--- src/rtl/delay_pipe_op.sv ---
// Two-operand ALU whose result is delivered after a runtime-programmable latency.
// Supports flush, guarded latency reload, a busy flag and a saturating delivered-result count.
module delay_pipe_op #(
  parameter int unsigned WIDTH     = 8,
  parameter int unsigned MAX_DELAY = 8,
  parameter int unsigned CNT_W     = 16,
  localparam int unsigned DW       = $clog2(MAX_DELAY + 1)
) (
  input  logic             clk,
  input  logic             rst_n,
  input  logic             in_valid,
  input  logic [WIDTH-1:0] a,
  input  logic [WIDTH-1:0] b,
  input  logic [1:0]       op_sel,
  input  logic             cfg_load,
  input  logic [DW-1:0]    delay_cfg,
  input  logic             flush,
  output logic             out_valid,
  output logic [WIDTH:0]   c,
  output logic             busy,
  output logic             cfg_err,
  output logic [CNT_W-1:0] out_count
);

  localparam int unsigned RW = WIDTH + 1;

  typedef struct packed {
    logic          v;
    logic [RW-1:0] r;
  } stage_t;

  // Entry j is presented on the outputs after j+1 more edges; the top entry is never written.
  stage_t           pipe_q [MAX_DELAY];
  stage_t           pipe_d [MAX_DELAY];
  logic [DW-1:0]    d_q, d_d;
  logic             out_valid_q, out_valid_d;
  logic [RW-1:0]    c_q, c_d;
  logic             busy_q, busy_d;
  logic             cfg_err_q, cfg_err_d;
  logic [CNT_W-1:0] cnt_q, cnt_d;

  logic [RW-1:0]    res_c;
  logic             cfg_ok_c;
  logic             accept_c;
  logic             take_c;
  logic [DW-1:0]    d_eff_c;

  always_comb begin
    res_c = '0;
    unique case (op_sel)
      2'b00:   res_c = {1'b0, a} + {1'b0, b};
      2'b01:   res_c = {1'b0, a} - {1'b0, b};
      2'b10:   res_c = RW'(a == b);
      default: res_c = (a >= b) ? {1'b0, a} : {1'b0, b};
    endcase
  end

  // A new latency applies to an item sampled together with the load.
  always_comb begin
    cfg_ok_c = (delay_cfg != '0) && (32'(delay_cfg) <= MAX_DELAY);
    accept_c = cfg_load && cfg_ok_c && (!busy_q || flush);
    d_eff_c  = accept_c ? delay_cfg : d_q;
    take_c   = in_valid && !flush;
  end

  always_comb begin
    for (int j = 0; j < int'(MAX_DELAY) - 1; j++) begin
      pipe_d[j] = pipe_q[j+1];
    end
    pipe_d[MAX_DELAY-1] = '0;
    out_valid_d = pipe_q[0].v;
    c_d         = pipe_q[0].v ? pipe_q[0].r : c_q;
    d_d         = d_eff_c;
    cfg_err_d   = cfg_load && !accept_c;
    cnt_d       = (out_valid_q && (cnt_q != '1)) ? cnt_q + CNT_W'(1) : cnt_q;

    if (take_c) begin
      if (d_eff_c == DW'(1)) begin
        out_valid_d = 1'b1;
        c_d         = res_c;
      end else begin
        for (int j = 0; j < int'(MAX_DELAY) - 1; j++) begin
          if (int'(d_eff_c) == j + 2) begin
            pipe_d[j].v = 1'b1;
            pipe_d[j].r = res_c;
          end
        end
      end
    end

    if (flush) begin
      for (int j = 0; j < int'(MAX_DELAY); j++) begin
        pipe_d[j].v = 1'b0;
      end
      out_valid_d = 1'b0;
      c_d         = c_q;
    end

    busy_d = take_c;
    for (int j = 0; j < int'(MAX_DELAY); j++) begin
      busy_d = busy_d | pipe_d[j].v;
    end
  end

  always_ff @(posedge clk or negedge rst_n) begin
    if (!rst_n) begin
      for (int j = 0; j < int'(MAX_DELAY); j++) begin
        pipe_q[j] <= '0;
      end
      d_q         <= DW'(1);
      out_valid_q <= 1'b0;
      c_q         <= '0;
      busy_q      <= 1'b0;
      cfg_err_q   <= 1'b0;
      cnt_q       <= '0;
    end else begin
      for (int j = 0; j < int'(MAX_DELAY); j++) begin
        pipe_q[j] <= pipe_d[j];
      end
      d_q         <= d_d;
      out_valid_q <= out_valid_d;
      c_q         <= c_d;
      busy_q      <= busy_d;
      cfg_err_q   <= cfg_err_d;
      cnt_q       <= cnt_d;
    end
  end

  assign out_valid = out_valid_q;
  assign c         = c_q;
  assign busy      = busy_q;
  assign cfg_err   = cfg_err_q;
  assign out_count = cnt_q;

endmodule

--- config.mk ---
export PLATFORM = sky130hd
export DESIGN_NAME = delay_pipe_op
export DESIGN_NICKNAME = d
export VERILOG_FILES = /design/src/rtl/delay_pipe_op.sv
export SDC_FILE = /design/constraint.sdc
export NUM_CORES = 1
export LEC_CHECK = 0
export ABC_AREA = 1
export CORE_ASPECT_RATIO = 0.5
export CORE_MARGIN = 5
export CORE_UTILIZATION = 45
export DETAILED_ROUTE_END_ITERATION = 6
export PLACE_DENSITY = 0.66
export SETUP_SLACK_MARGIN = 0.3
export SLEW_MARGIN = 20
export SYNTH_ARGS = -nofsm -noshare
export SYNTH_HDL_FRONTEND = slang
export SYNTH_SLANG_ARGS = --single-unit
--- constraint.sdc ---
create_clock -name clk -period 3.35 [get_ports clk]
set_input_delay 0.67 -clock clk [delete_from_list [all_inputs] [get_ports clk]]
set_output_delay 0.67 -clock clk [all_outputs]
set_load 0.005 [all_outputs]
==> results of run 1 <==
[cells by family after synthesis]
group	synth area share (%)
flops	48.3
xor+xnor	2.65
fa+ha+maj	4.78
mux	1.51
buf+inv	7.10
compound gates	10.8
simple gates	24.9
[critical path, delay by kind of cell]
| family | cells | cell delay [ns] |
|---|---|---|
| adder cells (fa/ha/maj) | 1 | 0.40 |
| AO/OA/AOI/OAI | 1 | 0.11 |
| buffers and inverters | 3 | 0.74 |
| AND/OR/NAND/NOR | 9 | 1.07 |
[final timing paths]
kind / from / depth (start not counted) / endpoint
setup / recovery: b[5] / 14 / pipe_q[45]$_DFF_PN0_
hold / removal: rst_n / 1 / out_count[13]$_DFFE_PN0P_
setup reg to reg: busy$_DFF_PN0_ / 10 / c[2]$_DFFE_PN0N_
hold reg to reg: pipe_q[31]$_DFF_PN0_ / 2 / pipe_q[41]$_DFF_PN0_
max in group asynchronous: rst_n / 2 / d_q[0]$_DFF_PN1_
min in group clk: pipe_q[31]$_DFF_PN0_ / 2 / pipe_q[41]$_DFF_PN0_
[routing by layer]
metal,GRT usage [%],share of wire [%],up-vias
met4,4.72,0.87,0
met2,29.2,44,107
met5,0,0,-
met1,26.6,49,2072
met3,5.13,6.5,8
li1,-,-,2215
[what timing repair did]
action | CTS | global route
hold buffers | 0 | 0
hold endpoints to repair | 0 | 0
gates resized for setup | 0 | 4
setup buffers | 0 | 0
endpoints found under the setup margin | 0 | 43
[area by class of cell]
cell class                 count  area, um^2  area share, %
timing repair buffer          62         611           9.61
inverter                      84         315           4.96
multi-input combinational    452        2370           37.3
clock buffer                  11         243           3.82
tap                          165         206           3.25
clock inverter                 5        56.3          0.886
sequential                   102        2550           40.2
[power by group]
group          internal (mW)  total [mW]  switching, mW  leakage, nW
logic                  0.291       0.666          0.374         1.59
registers               1.36        1.45         0.0870         1.39
clock network          0.600        1.04          0.444        0.146
[state kept, by name, summed over array words and instances, names as in the netlist]
register,flops
c,9
busy,1
pipe_q,70
d_q,4
cfg_err,1
out_valid,1
out_count,16
[synthesized netlist by cell type, types with 8 or more instances]
master   count  share of area (%)
nand4_1     12                1.4
inv_1       81                5.7
mux2i_1      8                1.5
xnor2_1      8                1.3
nand3_1     41                3.9
a21oi_1     24                2.3
o21ai_1     11                1.0
xor2_1       8                1.3
nor2_1      49                3.5
dfrtp_1    101                 48
o21ai_0     52                4.9
nand2_1    175                 12
ha_1        17                4.0
nand2_2     10                1.2
[placed cells by master, fill, tap and decap left out, types with 2 or more instances in the layout]
master             n
xor2_1             8
nand3b_1           4
nand2_2           10
a31oi_1            6
o21ai_1           12
o21ai_0           51
nand2_1          175
nor2_4             3
nor4_1             2
clkbuf_16          9
fa_1               2
clkdlybuf4s50_1   53
nor2_1            49
nand3_1           41
ha_1              17
nand4_1           12
nor3_1             5
buf_4              8
clkinv_2           2
mux2i_1            8
o21a_1             2
xnor2_1            8
dfrtp_1          101
inv_2              3
inv_1             80
a21oi_1           24
[metrics by stage]
stage | power (mW) | setup slack, ns | hold slack [ns] | cell area [um^2] | cells
after floorplan | 1.82 | 1.01 | 0.374 | 5290 | 649
after detailed placement | 2.14 | 0.0611 | 0.439 | 6050 | 865
after CTS | 3.19 | 0.419 | 0.140 | 6350 | 881
after global placement | 2.12 | 0.0578 | 0.432 | 6050 | 865
final | 3.16 | 0.547 | 0.153 | 6360 | 881
after global routing | 3.36 | 0.321 | 0.144 | 6360 | 881
==> impl_metrics.env, run 1 <==
export IMPL_status="finished, final reports clean"
export IMPL_slew_headroom_pct=62.8
export IMPL_final_core_utilization_pct=54.5
export IMPL_maxCapViolations=0
export IMPL_final_antenna_net_count=0
export IMPL_synth_nets=695
export IMPL_all_layer_gr_usage_pct=18.9
export IMPL_nFillCells=1119
export IMPL_regToRegSetupSlack_ns=1.32
export IMPL_worst_ep_arrival_time_ns=3.01
export IMPL_worstPathCellList="clkdlybuf4s50_1 > inv_1 > ha_1 > nand2_1 > nor2_1 > nand2_1 > nor3_2 > nor2_4 > nand2_2 > nand2_1 > nand3_1 > nand2_1 > inv_1 > o21ai_0"
export IMPL_routedWlPerCell_um=14.0
export IMPL_place_gp_congestion=0.918
export IMPL_top_level_i_o_count=55
export IMPL_post_route_drc_count=0
export IMPL_synth_seq_area_share_pct=48.3
export IMPL_grt_overflow=0
export IMPL_path_clk_slew_ns=0.07
export IMPL_cts_tree="yes"
export IMPL_maximum_number_of_pins_on_one_net_before_global_route_repair=93
export IMPL_timing_critical_path_fanout_max=9
export IMPL_syn_cell_area_um2=5290
export IMPL_type_of_the_worst_min_delay_path="input pin to asynchronous set/reset pin"
export IMPL_final_min_clock_period_ns=2.80
export IMPL_floorplan_die_area_um2=14200
export IMPL_drtIter0Drc=345
export IMPL_cts_max_level=3
export IMPL_detailed_place_hpwl_mm=9.07
export IMPL_critPathMaxStageDelay_ns=0.49
export IMPL_achievable_frequency_ghz=0.357
export IMPL_wl_mm=12.4
export IMPL_power_ir_vdd_worst_v=0.000230
export IMPL_die_width_um=163
export IMPL_number_of_nets_in_the_layout=757
export IMPL_leakage_nw=3.13
export IMPL_ys_warn_count=0
export IMPL_vias=4402
export IMPL_clock_sink_count=102
export IMPL_postSynth_topFlopCell="dfrtp_1"
export IMPL_io_buffers=54
export IMPL_share_of_layout_cells_above_drive_strength_1_pct=6.42
export IMPL_crit_top_cell="nand2_1"
export IMPL_critical_path_startpoint_type="input pin"
export IMPL_postSynthCellCount=649
export IMPL_period_share_pct=83.7
export IMPL_setup_viol=0
export IMPL_grt_pass1_vias=4329
export IMPL_power_density_nw_per_um2=496
export IMPL_fp_row_count=28
export IMPL_die_boundary_height_um=86.7
export IMPL_antenna_cells=0
export IMPL_start_util_pct=45.3
export IMPL_postSynth_asyncResetShare_pct=100
export IMPL_critical_path_endpoint_type="flop"
export IMPL_cts_buffers=9
export IMPL_cp_required_ns=3.56
export IMPL_timing_final_hold_violations=0
export IMPL_grt_first_pass_wirelength_mm=21.2
export IMPL_finalClockSkew_ns=0.00839
export IMPL_syn2layout_area_growth_pct=20.2
export IMPL_clock_insertion_delay_worst_skew_ns=0.34
export IMPL_tns_ns=0
export IMPL_synth_edf_count=0
export IMPL_ys_types=42
export IMPL_drt_pre_antenna_iters=6
export IMPL_critPathKind="input pin to flop"
export IMPL_maxSlewViolCount=0
export IMPL_max_clock_path_buffers=2
export IMPL_synth_area_per_cell_um2=8.15
export IMPL_ctsRootBufferMaster="clkbuf_16"
export IMPL_floorplan_core_area_um2=11700
export IMPL_initial_antenna_violation_count=0
export IMPL_crit_slowest_cell="clkdlybuf4s50_1"
export IMPL_vias_per_cell=5.00
export IMPL_setup_repair_after_global_routing_missed_its_margin="no"
export IMPL_ys_seq_elements=102
export IMPL_tightest_slew_ns=0.558
No activity file was read; power rests on OpenSTA's default activity.
==> run 2, diff against run 1 <==
Settings changed: PLACE_DENSITY 0.66 to 0.68.
Clock period 3.35 ns to 2.26 ns, I/O delays scaled along.
==> run 2 against run 1 <==
Net effect: global-route usage grew 1.6 points; first-iteration DRC count down 16%; clock power is 66% higher; flip-flop and latch count unchanged; count of clock-buffer cells in the layout unchanged; clock skew increased by 0.00056 ns; setup slack got worse by 0.21 ns; wire length increased by 16%; power is 67% higher; combinational power rose by 110%; sequential power grew 48%; critical path type unchanged.
==> impl_metrics.env, run 2 (synthesized netlist as in run 1, its figures left out) <==
export IMPL_finalClockSkew_ns=0.00895
export IMPL_grt_pass1_vias=4513
export IMPL_maxCapViolations=0
export IMPL_tightest_slew_ns=0.534
export IMPL_power_density_nw_per_um2=688
export IMPL_all_layer_gr_usage_pct=20.5
export IMPL_start_util_pct=45.3
export IMPL_max_clock_path_buffers=2
export IMPL_final_core_utilization_pct=65.8
export IMPL_floorplan_core_area_um2=11700
export IMPL_whs_ns=0.0473
export IMPL_timing_critical_path_fanout_max=7
export IMPL_clock_insertion_delay_worst_skew_ns=0.35
export IMPL_io_buffers=54
export IMPL_path_clk_slew_ns=0.07
export IMPL_maximum_number_of_pins_on_one_net_before_global_route_repair=43
export IMPL_ctsRootBufferMaster="clkbuf_16"
export IMPL_timing_final_hold_violations=0
export IMPL_maxSlewViolCount=0
export IMPL_syn2layout_area_growth_pct=45.1
export IMPL_final_standard_cell_area_without_fillers_um2=7670
export IMPL_fp_row_count=28
export IMPL_cts_buffers=9
export IMPL_vias_per_cell=4.96
export IMPL_post_dp_cell_area_um2=6770
export IMPL_type_of_the_worst_min_delay_path="input pin to asynchronous set/reset pin"
export IMPL_grt_first_pass_wirelength_mm=22.8
export IMPL_wl_mm=14.4
export IMPL_drtIter0Drc=291
export IMPL_routedWlPerCell_um=14.8
export IMPL_critical_path_startpoint_type="input pin"
export IMPL_vias=4834
export IMPL_die_width_um=163
export IMPL_cp_required_ns=2.48
export IMPL_critPathKind="input pin to flop"
export IMPL_critical_path_endpoint_type="flop"
export IMPL_clock_sink_count=102
export IMPL_design_power_total_mw=5.28
export IMPL_place_gp_congestion=0.868
export IMPL_status="finished, final reports clean"
export IMPL_largest_register_ffs=70
export IMPL_drt_pre_antenna_iters=6
export IMPL_setup_viol=0
export IMPL_achievable_frequency_ghz=0.521
export IMPL_antenna_cells=0
export IMPL_layout_cells_most_common="nand2_1"
export IMPL_initial_antenna_violation_count=0
export IMPL_mostFrequentLayoutCells="152 x nand2_1, 100 x dfrtp_1, 86 x buf_4"
export IMPL_share_of_layout_cells_above_drive_strength_1_pct=31.1
export IMPL_worst_ep_arrival_time_ns=2.14
export IMPL_setup_repair_after_global_routing_missed_its_margin="yes"
export IMPL_floorplan_die_area_um2=14200
export IMPL_cts_max_level=3
export IMPL_grt_overflow=0
export IMPL_top_level_i_o_count=55
export IMPL_final_min_clock_period_ns=1.92
export IMPL_cts_tree="yes"
export IMPL_period_share_pct=85.0
export IMPL_leakage_nw=3.80
export IMPL_detailed_place_hpwl_mm=9.90
export IMPL_die_boundary_height_um=86.7
export IMPL_final_antenna_net_count=0
export IMPL_regToRegSetupSlack_ns=0.42
export IMPL_register_containing_the_most_flip_flops_in_the_final_layout="pipe_q"
export IMPL_number_of_nets_in_the_layout=851
export IMPL_power_ir_vdd_worst_v=0.000420
export IMPL_slew_headroom_pct=64.4
export IMPL_post_route_drc_count=0
run 2: layout make-up:
type | count | area [um^2]
fillers | 940 | 3990
multi-input cells | 455 | 2860
flip-flops and latches | 102 | 2550
repair buffers | 153 | 1370
inverters | 84 | 338
clock buffers | 11 | 253
well taps | 165 | 206
clock inverters | 5 | 87.6
run 2: worst max-delay path, stage by stage:
cell	delay (ns)
clkdlybuf4s15_1	0.21
inv_2	0.07
ha_4	0.27
nand2_2	0.05
nor2_2	0.12
nand2_2	0.07
nor3_4	0.18
buf_6	0.14
nor2_4	0.04
nand3_2	0.07
nand2_2	0.08
a21oi_4	0.28
o21ai_1	0.11
run 2: through the flow:
step / std cells / worst slack [ns] / setup TNS [ns]
2_1_floorplan: 649 / 0.287 / 0
3_3_place_gp: 938 / -0.582 / -36.60
3_5_place_dp: 938 / -0.591 / -37.08
4_1_cts: 969 / 0.280 / 0
5_1_grt: 975 / 0.256 / 0
6_report: 975 / 0.339 / 0
run 2: path summary, 6_finish.rpt:
check,startpoint,end,depth (start not counted)
setup / recovery,b[7],pipe_q[34]$_DFF_PN0_,13
hold / removal,rst_n,out_count[10]$_DFFE_PN0P_,1
setup reg to reg,busy$_DFF_PN0_,busy$_DFF_PN0_,12
hold reg to reg,pipe_q[14]$_DFF_PN0_,pipe_q[24]$_DFF_PN0_,2
max in group asynchronous,rst_n,d_q[0]$_DFF_PN1_,2
min in group clk,cfg_load,cfg_err$_DFF_PN0_,3
run 2: metal layers:
| layer | part of all wire (%) | track usage, % | up-vias |
|---|---|---|---|
| li1 | - | - | 2415 |
| met1 | 47 | 28.9 | 2273 |
| met2 | 46 | 32.8 | 130 |
| met3 | 5.5 | 4.51 | 16 |
| met4 | 1.1 | 4.79 | 0 |
| met5 | 0 | 0 | - |
run 2: power breakdown:
| part | total [mW] | switching [mW] | internal (mW) |
|---|---|---|---|
| Combinational | 1.40 | 0.736 | 0.663 |
| Sequential | 2.15 | 0.134 | 2.02 |
| Clock | 1.73 | 0.684 | 1.04 |
run 2: repair_timing:
item                       CTS  global route
gates cloned                 3             1
pin swaps                   35            44
hold buffers                 0             0
resized for setup          106           101
buffers inserted            12             5
setup endpoints to repair   80            84
==> run 3, diff against run 2 <==
Settings changed: PLACE_DENSITY 0.68 to 0.66.
Clock period 2.26 ns to 2.4 ns, I/O delays scaled along.
==> run 3 against run 2 <==
Net effect: sequential share of layout area increased by 0.21 points; count of clock-buffer cells in the layout decreased by 2; utilization decreased by 0.45 points; clock skew decreased by 0.0026 ns; register-to-register slack improved by 0.10 ns; hold slack improved by 0.047 ns; critical path depth increased by 2; power decreased by 7.1%; die area unchanged; largest cell class unchanged; highest routed layer unchanged; global-route usage increased by 0.11 points.
==> impl_metrics.env, run 3 (synthesized netlist as in run 1, its figures left out) <==
export IMPL_clock_sink_count=102
export IMPL_syn2layout_area_growth_pct=44.1
export IMPL_setup_ws_ns=0.391
export IMPL_critical_path_endpoint_type="flop"
export IMPL_number_of_nets_in_the_layout=842
export IMPL_final_antenna_net_count=0
export IMPL_ff_latch_area_um2=2550
export IMPL_timing_final_hold_violations=0
export IMPL_regToRegSetupSlack_ns=0.52
export IMPL_layout_cells_most_common="nand2_1"
export IMPL_worst_ep_arrival_time_ns=2.27
export IMPL_drtIter0Drc=369
export IMPL_vias_per_cell=5.07
export IMPL_floorplan_core_area_um2=11700
export IMPL_ctsRootBufferMaster="clkbuf_16"
export IMPL_grt_overflow=0
export IMPL_achievable_frequency_ghz=0.498
export IMPL_finalClockSkew_ns=0.00636
export IMPL_setup_repair_after_global_routing_missed_its_margin="no"
export IMPL_power_ir_vdd_worst_v=0.000326
export IMPL_register_containing_the_most_flip_flops_in_the_final_layout="pipe_q"
export IMPL_die_width_um=163
export IMPL_post_route_drc_count=0
export IMPL_critPathMaxStageDelay_ns=0.31
export IMPL_dp_cells=942
export IMPL_vias=4893
export IMPL_cts_tree="yes"
export IMPL_fp_row_count=28
export IMPL_path_clk_slew_ns=0.07
export IMPL_share_of_layout_cells_above_drive_strength_1_pct=27.7
export IMPL_grt_first_pass_wirelength_mm=23.3
export IMPL_place_gp_congestion=0.852
export IMPL_tightest_slew_ns=0.585
export IMPL_floorplan_die_area_um2=14200
export IMPL_crit_top_cell="nand2_1"
export IMPL_type_of_the_worst_min_delay_path="input pin to asynchronous set/reset pin"
export IMPL_die_boundary_height_um=86.7
export IMPL_cts_max_level=3
export IMPL_status="finished, final reports clean"
export IMPL_detailed_place_hpwl_mm=10.1
export IMPL_leakage_nw=3.78
export IMPL_max_clock_path_buffers=2
export IMPL_setup_viol=0
export IMPL_cp_required_ns=2.66
export IMPL_wl_mm=14.3
export IMPL_power_density_nw_per_um2=643
export IMPL_grt_pass1_vias=4748
export IMPL_drt_pre_antenna_iters=5
export IMPL_top_level_i_o_count=55
export IMPL_finish_cell_count_without_fillers=966
export IMPL_worstPathCellList="clkdlybuf4s15_1 > ha_4 > nand2_1 > nand2_1 > inv_1 > nor2_1 > nor2_2 > buf_4 > buf_4 > nand3_1 > nand3_1 > nand2_1 > inv_2 > buf_6 > a31oi_4"
export IMPL_antenna_cells=0
export IMPL_io_buffers=54
export IMPL_clock_insertion_delay_worst_skew_ns=0.34
export IMPL_timing_critical_path_fanout_max=7
export IMPL_detailedPlace_worstSlack_ns=-0.440
export IMPL_multi_input_area_um2=2840
export IMPL_setup_worst_path_start="a[4]"
export IMPL_all_layer_gr_usage_pct=20.6
export IMPL_maxSlewViolCount=0
export IMPL_timing_reg2reg_worst_path_depth=9
export IMPL_whs_ns=0.0944
export IMPL_tns_ns=0
export IMPL_path_delay_family="buffers and inverters"
export IMPL_largest_register_ffs=70
export IMPL_nFillCells=932
export IMPL_maximum_number_of_pins_on_one_net_before_global_route_repair=42
export IMPL_crit_slowest_cell="ha_4"
export IMPL_critPathKind="input pin to flop"
export IMPL_slew_headroom_pct=61.0
export IMPL_start_util_pct=45.3
export IMPL_critical_path_startpoint_type="input pin"
export IMPL_routedWlPerCell_um=14.8
export IMPL_initial_antenna_violation_count=0
export IMPL_mostFrequentLayoutCells="159 x nand2_1, 101 x dfrtp_1, 80 x buf_4"
export IMPL_final_min_clock_period_ns=2.01
export IMPL_maxCapViolations=0
export IMPL_period_share_pct=83.7
export IMPL_cts_buffers=9
export IMPL_critical_path_reg2reg_endpoint="pipe_q[47]$_DFF_PN0_"
export IMPL_reg2reg_from="busy$_DFF_PN0_"
export IMPL_critical_path_n_buffers_inverters=6
## run 3: changes by cell type in the layout (fill, tap and decap cells not counted), moves of 3 or more
cell,before,now
o21ai_1,30,23
nand3_1,34,29
dlygate4sd2_1,1,9
buf_6,7,4
clkdlybuf4s15_1,1,4
nor2_4,11,8
nand3_4,1,4
o21ai_0,25,33
nand2_1,152,159
nor2_1,37,40
clkbuf_2,10,3
nand2_2,22,16
buf_4,86,80
## run 3: where the power goes
group	leakage, nW	total, mW	internal (mW)	switching, mW
Sequential	1.39	2.02	1.90	0.122
Combinational	2.24	1.30	0.612	0.690
Clock	0.158	1.58	0.928	0.653
Total	3.78	4.90	3.44	1.46
## run 3: what timing repair did
action,in CTS,in global routing
pin swaps,21,31
resized for setup,92,84
hold buffers,0,0
setup endpoints to repair,73,81
gates cloned,0,1
setup buffers,3,4
## run 3: how the worst max path moves through the flow
stage	depth (start not counted)	to	slack, ns
floorplan	15	pipe_q[24]$_DFF_PN0_	0.31
global placement	13	pipe_q[76]$_DFF_PN0_	-0.39
detailed placement	13	pipe_q[76]$_DFF_PN0_	-0.44
CTS	13	pipe_q[25]$_DFF_PN0_	0.26
global route	14	pipe_q[41]$_DFF_PN0_	0.30
finish	15	pipe_q[47]$_DFF_PN0_	0.39
## run 3: area by class of cell
cell class                      instances  share of cell area [%]
Inverter                               84                    4.24
Tap cell                              165                    2.71
Multi-Input combinational cell        452                    37.3
Sequential cell                       102                    33.5
Clock buffer                            9                    2.96
Clock inverter                          7                    1.38
Timing Repair Buffer                  147                    17.9
## run 3: through the flow
stage / area (um^2) / util (%) / total power [mW]
6_report: 7620 / 65.3 / 4.90
5_1_grt: 7620 / 65.3 / 5.16
4_1_cts: 7310 / 62.6 / 4.79
3_5_place_dp: 6720 / 57.6 / 3.13
3_3_place_gp: 6720 / 57.6 / 3.12
2_1_floorplan: 5300 / - / 2.55
## run 3: layer usage
| layer | vias to the layer above | wire (um) | GRT usage, % |
|---|---|---|---|
| met2 | 139 | 6630 | 34.3 |
| met3 | 15 | 746 | 3.33 |
| met4 | 0 | 125 | 3.81 |
| met1 | 2355 | 6810 | 29.1 |
| met5 | - | 0 | 0 |
| li1 | 2384 | - | - |
## run 3: worst register-to-register path, delay by kind of cell, from the launching register on
family	cells	cell delay, ns
DFF	1	0.42
and+or+nand+nor	6	0.86
buffers and inverters	1	0.15
AOI/OAI and AO/OA	2	0.37
